**config.mk**
```make
export PLATFORM = sky130hd
export DESIGN_NAME = fb_arbiter
export DESIGN_NICKNAME = d
export VERILOG_FILES = /design/src/rtl/fb_pkg.sv /design/src/rtl/fb_rd_tag_pipe.sv /design/src/rtl/fb_arbiter.sv
export SDC_FILE = /design/constraint.sdc
export NUM_CORES = 1
export LEC_CHECK = 0
export ABC_AREA = 1
export CAP_MARGIN = 20
export CORE_MARGIN = 5
export CORE_UTILIZATION = 43
export CTS_CLUSTER_SIZE = 14
export DETAILED_ROUTE_END_ITERATION = 16
export GPL_TIMING_DRIVEN = 0
export PLACE_DENSITY = 0.85
export SLEW_MARGIN = 40
export SYNTH_ARGS = -nofsm -noshare
export SYNTH_HDL_FRONTEND = slang
export SYNTH_HIERARCHICAL = 1
export SYNTH_SLANG_ARGS = --single-unit
export TNS_END_PERCENT = 10
```
**constraint.sdc**
```tcl
create_clock -name clk -period 3.95 [get_ports clk]
set_input_delay 0.79 -clock clk [delete_from_list [all_inputs] [get_ports clk]]
set_output_delay 0.79 -clock clk [all_outputs]
set_load 0.01 [all_outputs]
```
**src/rtl/fb_pkg.sv**
```systemverilog
// Shared constants and types for the frame-buffer arbiter slice.
package fb_pkg;

  // Frame geometry: one word per pixel, row-major.
  localparam int FB_W     = 320;
  localparam int FB_H     = 240;
  localparam int FB_DEPTH = FB_W * FB_H;

  // Frame-buffer word address and pixel widths.
  localparam int ADDR_W = 17;
  localparam int PIX_W  = 24;

  // Read-return latency in cycles, measured from the grant cycle.
  localparam int TAG_STAGES = 2;

  // Who owns a read in flight.
  typedef enum logic {
    OWN_DISP = 1'b0,
    OWN_CPU  = 1'b1
  } owner_e;

  // Tag carried alongside each access through the read pipeline.
  typedef struct packed {
    logic   valid;
    owner_e owner;
  } rd_tag_t;

endpackage

```
**src/rtl/fb_rd_tag_pipe.sv**
```systemverilog
// Owner-tag shift register that tracks reads in flight and raises the
// per-requester rvalid when the data reaches the shared rd_data register.
module fb_rd_tag_pipe
  import fb_pkg::*;
(
  input  logic   clk,
  input  logic   rst,
  input  logic   in_valid,
  input  owner_e in_owner,
  output logic   rd_capture,
  output logic   disp_rvalid,
  output logic   cpu_rvalid
);

  rd_tag_t tag_in;

  assign tag_in = '{valid: in_valid, owner: in_owner};

  genvar gi;
  generate
    for (gi = 0; gi < TAG_STAGES; gi++) begin : g_stage
      rd_tag_t tag_reg;
      rd_tag_t tag_next;

      if (gi == 0) begin : g_head
        assign tag_next = tag_in;
      end else begin : g_tail
        assign tag_next = g_stage[gi-1].tag_reg;
      end

      // Advance the tag one stage; reset drops everything in flight at once.
      always_ff @(posedge clk or posedge rst) begin
        if (rst) begin
          tag_reg <= '0;
        end else begin
          tag_reg <= tag_next;
        end
      end
    end
  endgenerate

  // The stage before last marks the cycle in which the RAM read data is
  // sampled into rd_data; the last stage lines up with rd_data itself.
  assign rd_capture  = g_stage[TAG_STAGES-2].tag_reg.valid;
  assign disp_rvalid = g_stage[TAG_STAGES-1].tag_reg.valid &&
                       (g_stage[TAG_STAGES-1].tag_reg.owner == OWN_DISP);
  assign cpu_rvalid  = g_stage[TAG_STAGES-1].tag_reg.valid &&
                       (g_stage[TAG_STAGES-1].tag_reg.owner == OWN_CPU);

endmodule

```
**src/rtl/fb_arbiter.sv**
```systemverilog
// Single-port frame-buffer RAM arbiter: display fetch has fixed priority,
// the CPU port is guaranteed a slot after MAX_STARVE consecutive denials.
// The RAM port is registered; reads return on rd_data two cycles after grant.
module fb_arbiter
  import fb_pkg::*;
#(
  parameter int ADDR_W     = fb_pkg::ADDR_W,
  parameter int PIX_W      = fb_pkg::PIX_W,
  parameter int FB_DEPTH   = fb_pkg::FB_DEPTH,
  parameter int MAX_STARVE = 4
) (
  input  logic              clk,
  input  logic              rst,
  input  logic              disp_req,
  input  logic [ADDR_W-1:0] disp_addr,
  output logic              disp_gnt,
  output logic              disp_rvalid,
  input  logic              cpu_req,
  input  logic              cpu_we,
  input  logic [ADDR_W-1:0] cpu_addr,
  input  logic [PIX_W-1:0]  cpu_wdata,
  output logic              cpu_gnt,
  output logic              cpu_rvalid,
  output logic              cpu_err,
  output logic [PIX_W-1:0]  rd_data,
  output logic              ram_en,
  output logic              ram_we,
  output logic [ADDR_W-1:0] ram_addr,
  output logic [PIX_W-1:0]  ram_wdata,
  input  logic [PIX_W-1:0]  ram_rdata
);

  localparam int STARVE_W = $clog2(MAX_STARVE + 1);
  localparam logic [STARVE_W-1:0] STARVE_MAX = STARVE_W'(MAX_STARVE);

  logic [STARVE_W-1:0] starve_cnt_reg;
  logic [STARVE_W-1:0] starve_cnt_next;
  logic                force_cpu;
  logic                cpu_in_range;

  logic                ram_en_reg,    ram_en_next;
  logic                ram_we_reg,    ram_we_next;
  logic [ADDR_W-1:0]   ram_addr_reg,  ram_addr_next;
  logic [PIX_W-1:0]    ram_wdata_reg, ram_wdata_next;
  logic                cpu_err_reg,   cpu_err_next;
  logic [PIX_W-1:0]    rd_data_reg;

  logic                tag_valid;
  owner_e              tag_owner;
  logic                rd_capture;

  // Only the CPU address is range-checked; display addresses are trusted.
  assign cpu_in_range = (32'(cpu_addr) < 32'(FB_DEPTH));

  // Grant decision, starvation counter update and next RAM-port values.
  always_comb begin
    force_cpu       = (starve_cnt_reg == STARVE_MAX);
    cpu_gnt         = 1'b0;
    disp_gnt        = 1'b0;
    starve_cnt_next = starve_cnt_reg;
    ram_en_next     = 1'b0;
    ram_we_next     = 1'b0;
    ram_addr_next   = ram_addr_reg;
    ram_wdata_next  = ram_wdata_reg;
    cpu_err_next    = 1'b0;
    tag_valid       = 1'b0;
    tag_owner       = OWN_DISP;

    if (!rst) begin
      cpu_gnt  = cpu_req && (!disp_req || force_cpu);
      disp_gnt = disp_req && !cpu_gnt;
    end

    // A CPU that is not asking, or has just been served, is not starving.
    if (cpu_gnt || !cpu_req) begin
      starve_cnt_next = '0;
    end else if (starve_cnt_reg != STARVE_MAX) begin
      starve_cnt_next = starve_cnt_reg + 1'b1;
    end

    if (cpu_gnt) begin
      // Out-of-range CPU accesses complete the handshake but never reach
      // the RAM; they are reported through cpu_err instead.
      ram_en_next    = cpu_in_range;
      ram_we_next    = cpu_in_range && cpu_we;
      ram_addr_next  = cpu_addr;
      ram_wdata_next = cpu_wdata;
      cpu_err_next   = !cpu_in_range;
      tag_valid      = cpu_in_range && !cpu_we;
      tag_owner      = OWN_CPU;
    end else if (disp_gnt) begin
      ram_en_next    = 1'b1;
      ram_addr_next  = disp_addr;
      ram_wdata_next = cpu_wdata;
      tag_valid      = 1'b1;
      tag_owner      = OWN_DISP;
    end
  end

  // Starvation counter register.
  always_ff @(posedge clk or posedge rst) begin
    if (rst) begin
      starve_cnt_reg <= '0;
    end else begin
      starve_cnt_reg <= starve_cnt_next;
    end
  end

  // Registered RAM port and the one-cycle CPU range-error pulse.
  always_ff @(posedge clk or posedge rst) begin
    if (rst) begin
      ram_en_reg    <= 1'b0;
      ram_we_reg    <= 1'b0;
      ram_addr_reg  <= '0;
      ram_wdata_reg <= '0;
      cpu_err_reg   <= 1'b0;
    end else begin
      ram_en_reg    <= ram_en_next;
      ram_we_reg    <= ram_we_next;
      ram_addr_reg  <= ram_addr_next;
      ram_wdata_reg <= ram_wdata_next;
      cpu_err_reg   <= cpu_err_next;
    end
  end

  // Capture RAM read data in the cycle the access is on the RAM port, so it
  // is presented together with the owner's rvalid one cycle later.
  always_ff @(posedge clk or posedge rst) begin
    if (rst) begin
      rd_data_reg <= '0;
    end else if (rd_capture) begin
      rd_data_reg <= ram_rdata;
    end
  end

  fb_rd_tag_pipe u_tag_pipe (
    .clk         (clk),
    .rst         (rst),
    .in_valid    (tag_valid),
    .in_owner    (tag_owner),
    .rd_capture  (rd_capture),
    .disp_rvalid (disp_rvalid),
    .cpu_rvalid  (cpu_rvalid)
  );

  assign ram_en    = ram_en_reg;
  assign ram_we    = ram_we_reg;
  assign ram_addr  = ram_addr_reg;
  assign ram_wdata = ram_wdata_reg;
  assign cpu_err   = cpu_err_reg;
  assign rd_data   = rd_data_reg;

endmodule

```
==> results of run 1 <==
==> worst max path at each step <==
stage	from	end	slack [ns]	depth (start not counted)
final	rst	disp_gnt	0.57	7
after global routing	rst	disp_gnt	0.42	7
after CTS	rst	disp_gnt	0.54	7
after detailed placement	rst	disp_gnt	0.54	7
after global placement	rst	disp_gnt	-0.69	7
after floorplan	rst	disp_gnt	0.74	5
==> cell usage after synthesis (2+ instances only) <==
cell type                 count  area, um2
sky130_fd_sc_hd__nand2_1    171        642
sky130_fd_sc_hd__dfrtp_1     75       1880
sky130_fd_sc_hd__buf_2       12       60.1
sky130_fd_sc_hd__nor2_1       2       7.51
sky130_fd_sc_hd__inv_1        9       33.8
sky130_fd_sc_hd__nor2_2       2       12.5
sky130_fd_sc_hd__nand2_2      2       12.5
sky130_fd_sc_hd__ha_1         2       25.0
sky130_fd_sc_hd__nand4_1     17        106
sky130_fd_sc_hd__mux2_2      24        270
sky130_fd_sc_hd__inv_2        2       7.51
sky130_fd_sc_hd__buf_4        4       30.0
sky130_fd_sc_hd__a21oi_1      3       15.0
sky130_fd_sc_hd__nand3_1      2       10.0
sky130_fd_sc_hd__buf_6        2       22.5
==> per-layer routing <==
metal	global-route usage	part of all wire	vias up
li1	-	-	1392
met1	0.259	0.42	1353
met2	0.332	0.47	139
met3	0.0696	0.091	8
met4	0.0746	0.011	0
met5	0	0	-
==> per-stage QoR <==
stage / instances / setup TNS, ns / hold slack [ns]
3_5_place_dp: 592 / 0 / 0.336
2_1_floorplan: 334 / 0 / 0.331
6_report: 608 / 0 / 0.352
3_3_place_gp: 591 / -0.692 / 0.332
5_1_grt: 608 / 0 / 0.366
4_1_cts: 608 / 0 / 0.354
==> layout make-up <==
| class | instances | area, um2 |
|---|---|---|
| Fill cell | 545 | 2100 |
| Sequential cell | 75 | 1880 |
| Timing Repair Buffer | 159 | 1610 |
| Multi-Input combinational cell | 229 | 1140 |
| Clock buffer | 11 | 141 |
| Tap cell | 99 | 124 |
| Buffer | 18 | 119 |
| Clock inverter | 5 | 61.3 |
| Inverter | 12 | 46.3 |
==> kinds of logic after synthesis <==
| family | Yosys count | synth area share |
|---|---|---|
| simple gates | 198 | 0.256 |
| flops | 75 | 0.591 |
| buf+inv | 30 | 0.0500 |
| mux | 24 | 0.0851 |
| compound gates | 4 | 0.00749 |
| fa+ha+maj | 2 | 0.00788 |
| xor+xnor | 1 | 0.00276 |
==> power by group through the flow <==
stage          combinational (mW)  sequential (mW)  clock [mW]
3_3_place_gp                0.572            0.947           0
4_1_cts                     0.595            0.941       0.606
3_5_place_dp                0.593            0.954           0
6_report                    0.585            0.940       0.588
2_1_floorplan               0.177             1.00           0
5_1_grt                     0.636            0.955       0.647
==> worst max-delay path, cell delays in order <==
cell and delay (ns):
sky130_fd_sc_hd__clkdlybuf4s50_1 0.44, sky130_fd_sc_hd__inv_2 0.10, sky130_fd_sc_hd__buf_4 0.18, sky130_fd_sc_hd__buf_6 0.28, sky130_fd_sc_hd__nand3_1 0.17, sky130_fd_sc_hd__inv_1 0.08
sky130_fd_sc_hd__clkdlybuf4s50_1 0.53
==> results list, run 1 <==
- Placed cell areas: 4910 um2
- Sw Ratio: 0.272
* Largest clock skew in the final design: about 0.0073 ns
- Sequential-to-total area share from yosys stat: 0.591
- Area Overhead vs Synth: 61.2%
- Post-route total power: 2.11 mW
- The first global-routing pass estimated 14300 um of wire.
- Global routing finished with a remaining overflow of 0.
- Setup-violating endpoint count in the final report: 0
- IR analysis of the VDD net gives a maximum drop of 0.211 mV.
- Vias post-DR: about 2900
* Die width: between 90 and 100 um
* Number of optimization iterations in the first detailed-route pass: 5
- Once detail routing completed, the nets flagged for antenna violations numbered 0.
- Clk Tree Root Cell: sky130_fd_sc_hd__clkbuf_8
* Number of remaining DRC errors: 0
- Start of the worst register-to-register path: starve_cnt_reg[0]$_DFFE_PP0P_
* Total leakage power: 2.46 nW
- Post-synthesis async set-or-reset flop share: 1.00
- Of the total power, combinational logic draws 0.277.
- Maximum fanout encountered on the critical timing path: 29
* Endpoint kind of the worst setup timing path: output port
- The run finished with clean final reports.
- Via count of the first global-routing pass: between 2000 and 3000
* Util after Layout: 0.709
- Deepest clock path buffer count: 2
- Detailed placement ended at an HPWL of 7140 um.
- After clock tree synthesis, the clock-pin slew on the worst setup and hold paths is 0.08 ns.
- Buffers inserted during clock tree synthesis total 9.
* Period minus WS final: 3.38 ns
- Number of different library cells in the post-synthesis netlist: 20
- Based on the critical path, the design can be clocked at up to approximately 0.3 GHz.
- Area of the die: 9200 um2
* Final setup margin: 0.566 ns
* Startpoint of the tightest hold check path: u_tag_pipe/g_stage[0].tag_reg[0]$_DFF_PP0_
- Proportion of layout cells with a drive suffix above 1: 0.134
- In the global route stage, overall resource usage came out at 0.206.
- The number of max-slew violations in the final report is 0.
- Number of antenna cells inserted: 0
- In this run, synthesis produced a sequential element count of 75.
- TritonCTS built the clock tree.
* Clock Latency Late Sink: 0.33 ns
* Hold endpoint: u_tag_pipe/g_stage[1].tag_reg[0]$_DFF_PP0_
- The worst setup path is launched from a primary input.
- Arrival time of the worst setup path: between 2 and 3 ns
- Total power per unit cell area: 413 nW/um2
- Post-CTS sizing: 0
* Hold Path Stages: 0
- The Yosys step of the flow raised 6 warnings.
- In this run, synthesis inferred 0 flip-flops with an integrated enable.
* Die Span Y: 95.9 um
- The worst setup path is of the primary input to output port kind.
- Worst slew pin tran: 0.292 ns
- In this run the tightest slew margin relative to its limit is 0.805.
* Wire length per cell after detailed routing: about 15 um
- Total clock sinks: 75
* Vias per cell: approximately 4.8
- Row count: 31
- RD Place Congestion: a little over 0.7
- Net count after synthesis: between 400 and 500
* Number of placed I/O pins: 159
* Post-synth design cell area: 3180 um2
- In this run the register-to-register setup slack is around 2.4 ns.
- In this run the number of H-tree levels came out at 3.
- Leaving out fill and tap cells, the most frequent cell in the layout is sky130_fd_sc_hd__nand2_1.
* Unrepaired setup endpoints after global routing: false
- The initial utilization of the core area, before any placement, comes to 0.440.
- Cell internal power was estimated by the tool at 1.54 mW.
- STA puts the critical path data required time at 3.16 ns.
* Destination of the worst register-to-register timing path: ram_addr[15]$_DFFE_PP0P_
- Of the total power, registers draw 0.445.
- Max-cap violations in this run came to 0.
* Worst-case setup slack after placement: around 0.54 ns
- Post-layout nets: 593
* Total wire length: 9200 um
- Buffers placed on the I/O ports in this run total ~160.
* Switching power of the nets: 574 uW
- Leading cell types in the layout, fill and taps excluded: 171 x sky130_fd_sc_hd__nand2_1, 158 x sky130_fd_sc_hd__clkdlybuf4s50_1, 75 x sky130_fd_sc_hd__dfrtp_1, 24 x sky130_fd_sc_hd__mux2_2, 17 x sky130_fd_sc_hd__nand4_1
* First DRT Iteration DRCs: a little over 80
* Commonest register cell after synthesis: sky130_fd_sc_hd__dfrtp_1
- A synthesized cell averages 9.51 um2.
- Hold buffer count at CTS: 0
* Class of the tightest hold or removal check: register to register
- Dividing the final minimum period by the clock period gives 0.857.
- Total core area: ~7200 um2
- In this run the post-CTS setup repair buffer count came out at 0.
- Power share of the clock group: 0.278
- The final-report hold violation count came to 0.
- The number of cells on the worst reg-to-reg path is 9.
- Pin count of the biggest net entering global routing: 53
- The finished cells cover ~5000 um2.
* Number of antenna violations at the first check in global routing: 0
- Cell count after synthesis: 334
No activity file was read; power rests on OpenSTA's default activity.
==> run 2, diff against run 1 <==
--- a/config.mk
+++ b/config.mk
@@ -9,7 +9,6 @@
 export CAP_MARGIN = 20
 export CORE_MARGIN = 5
 export CORE_UTILIZATION = 43
-export CTS_CLUSTER_SIZE = 14
 export DETAILED_ROUTE_END_ITERATION = 16
 export GPL_TIMING_DRIVEN = 0
 export PLACE_DENSITY = 0.85
==> results of run 2 <==
No change in the layout: final DEF, timing and power equal those of run 1.
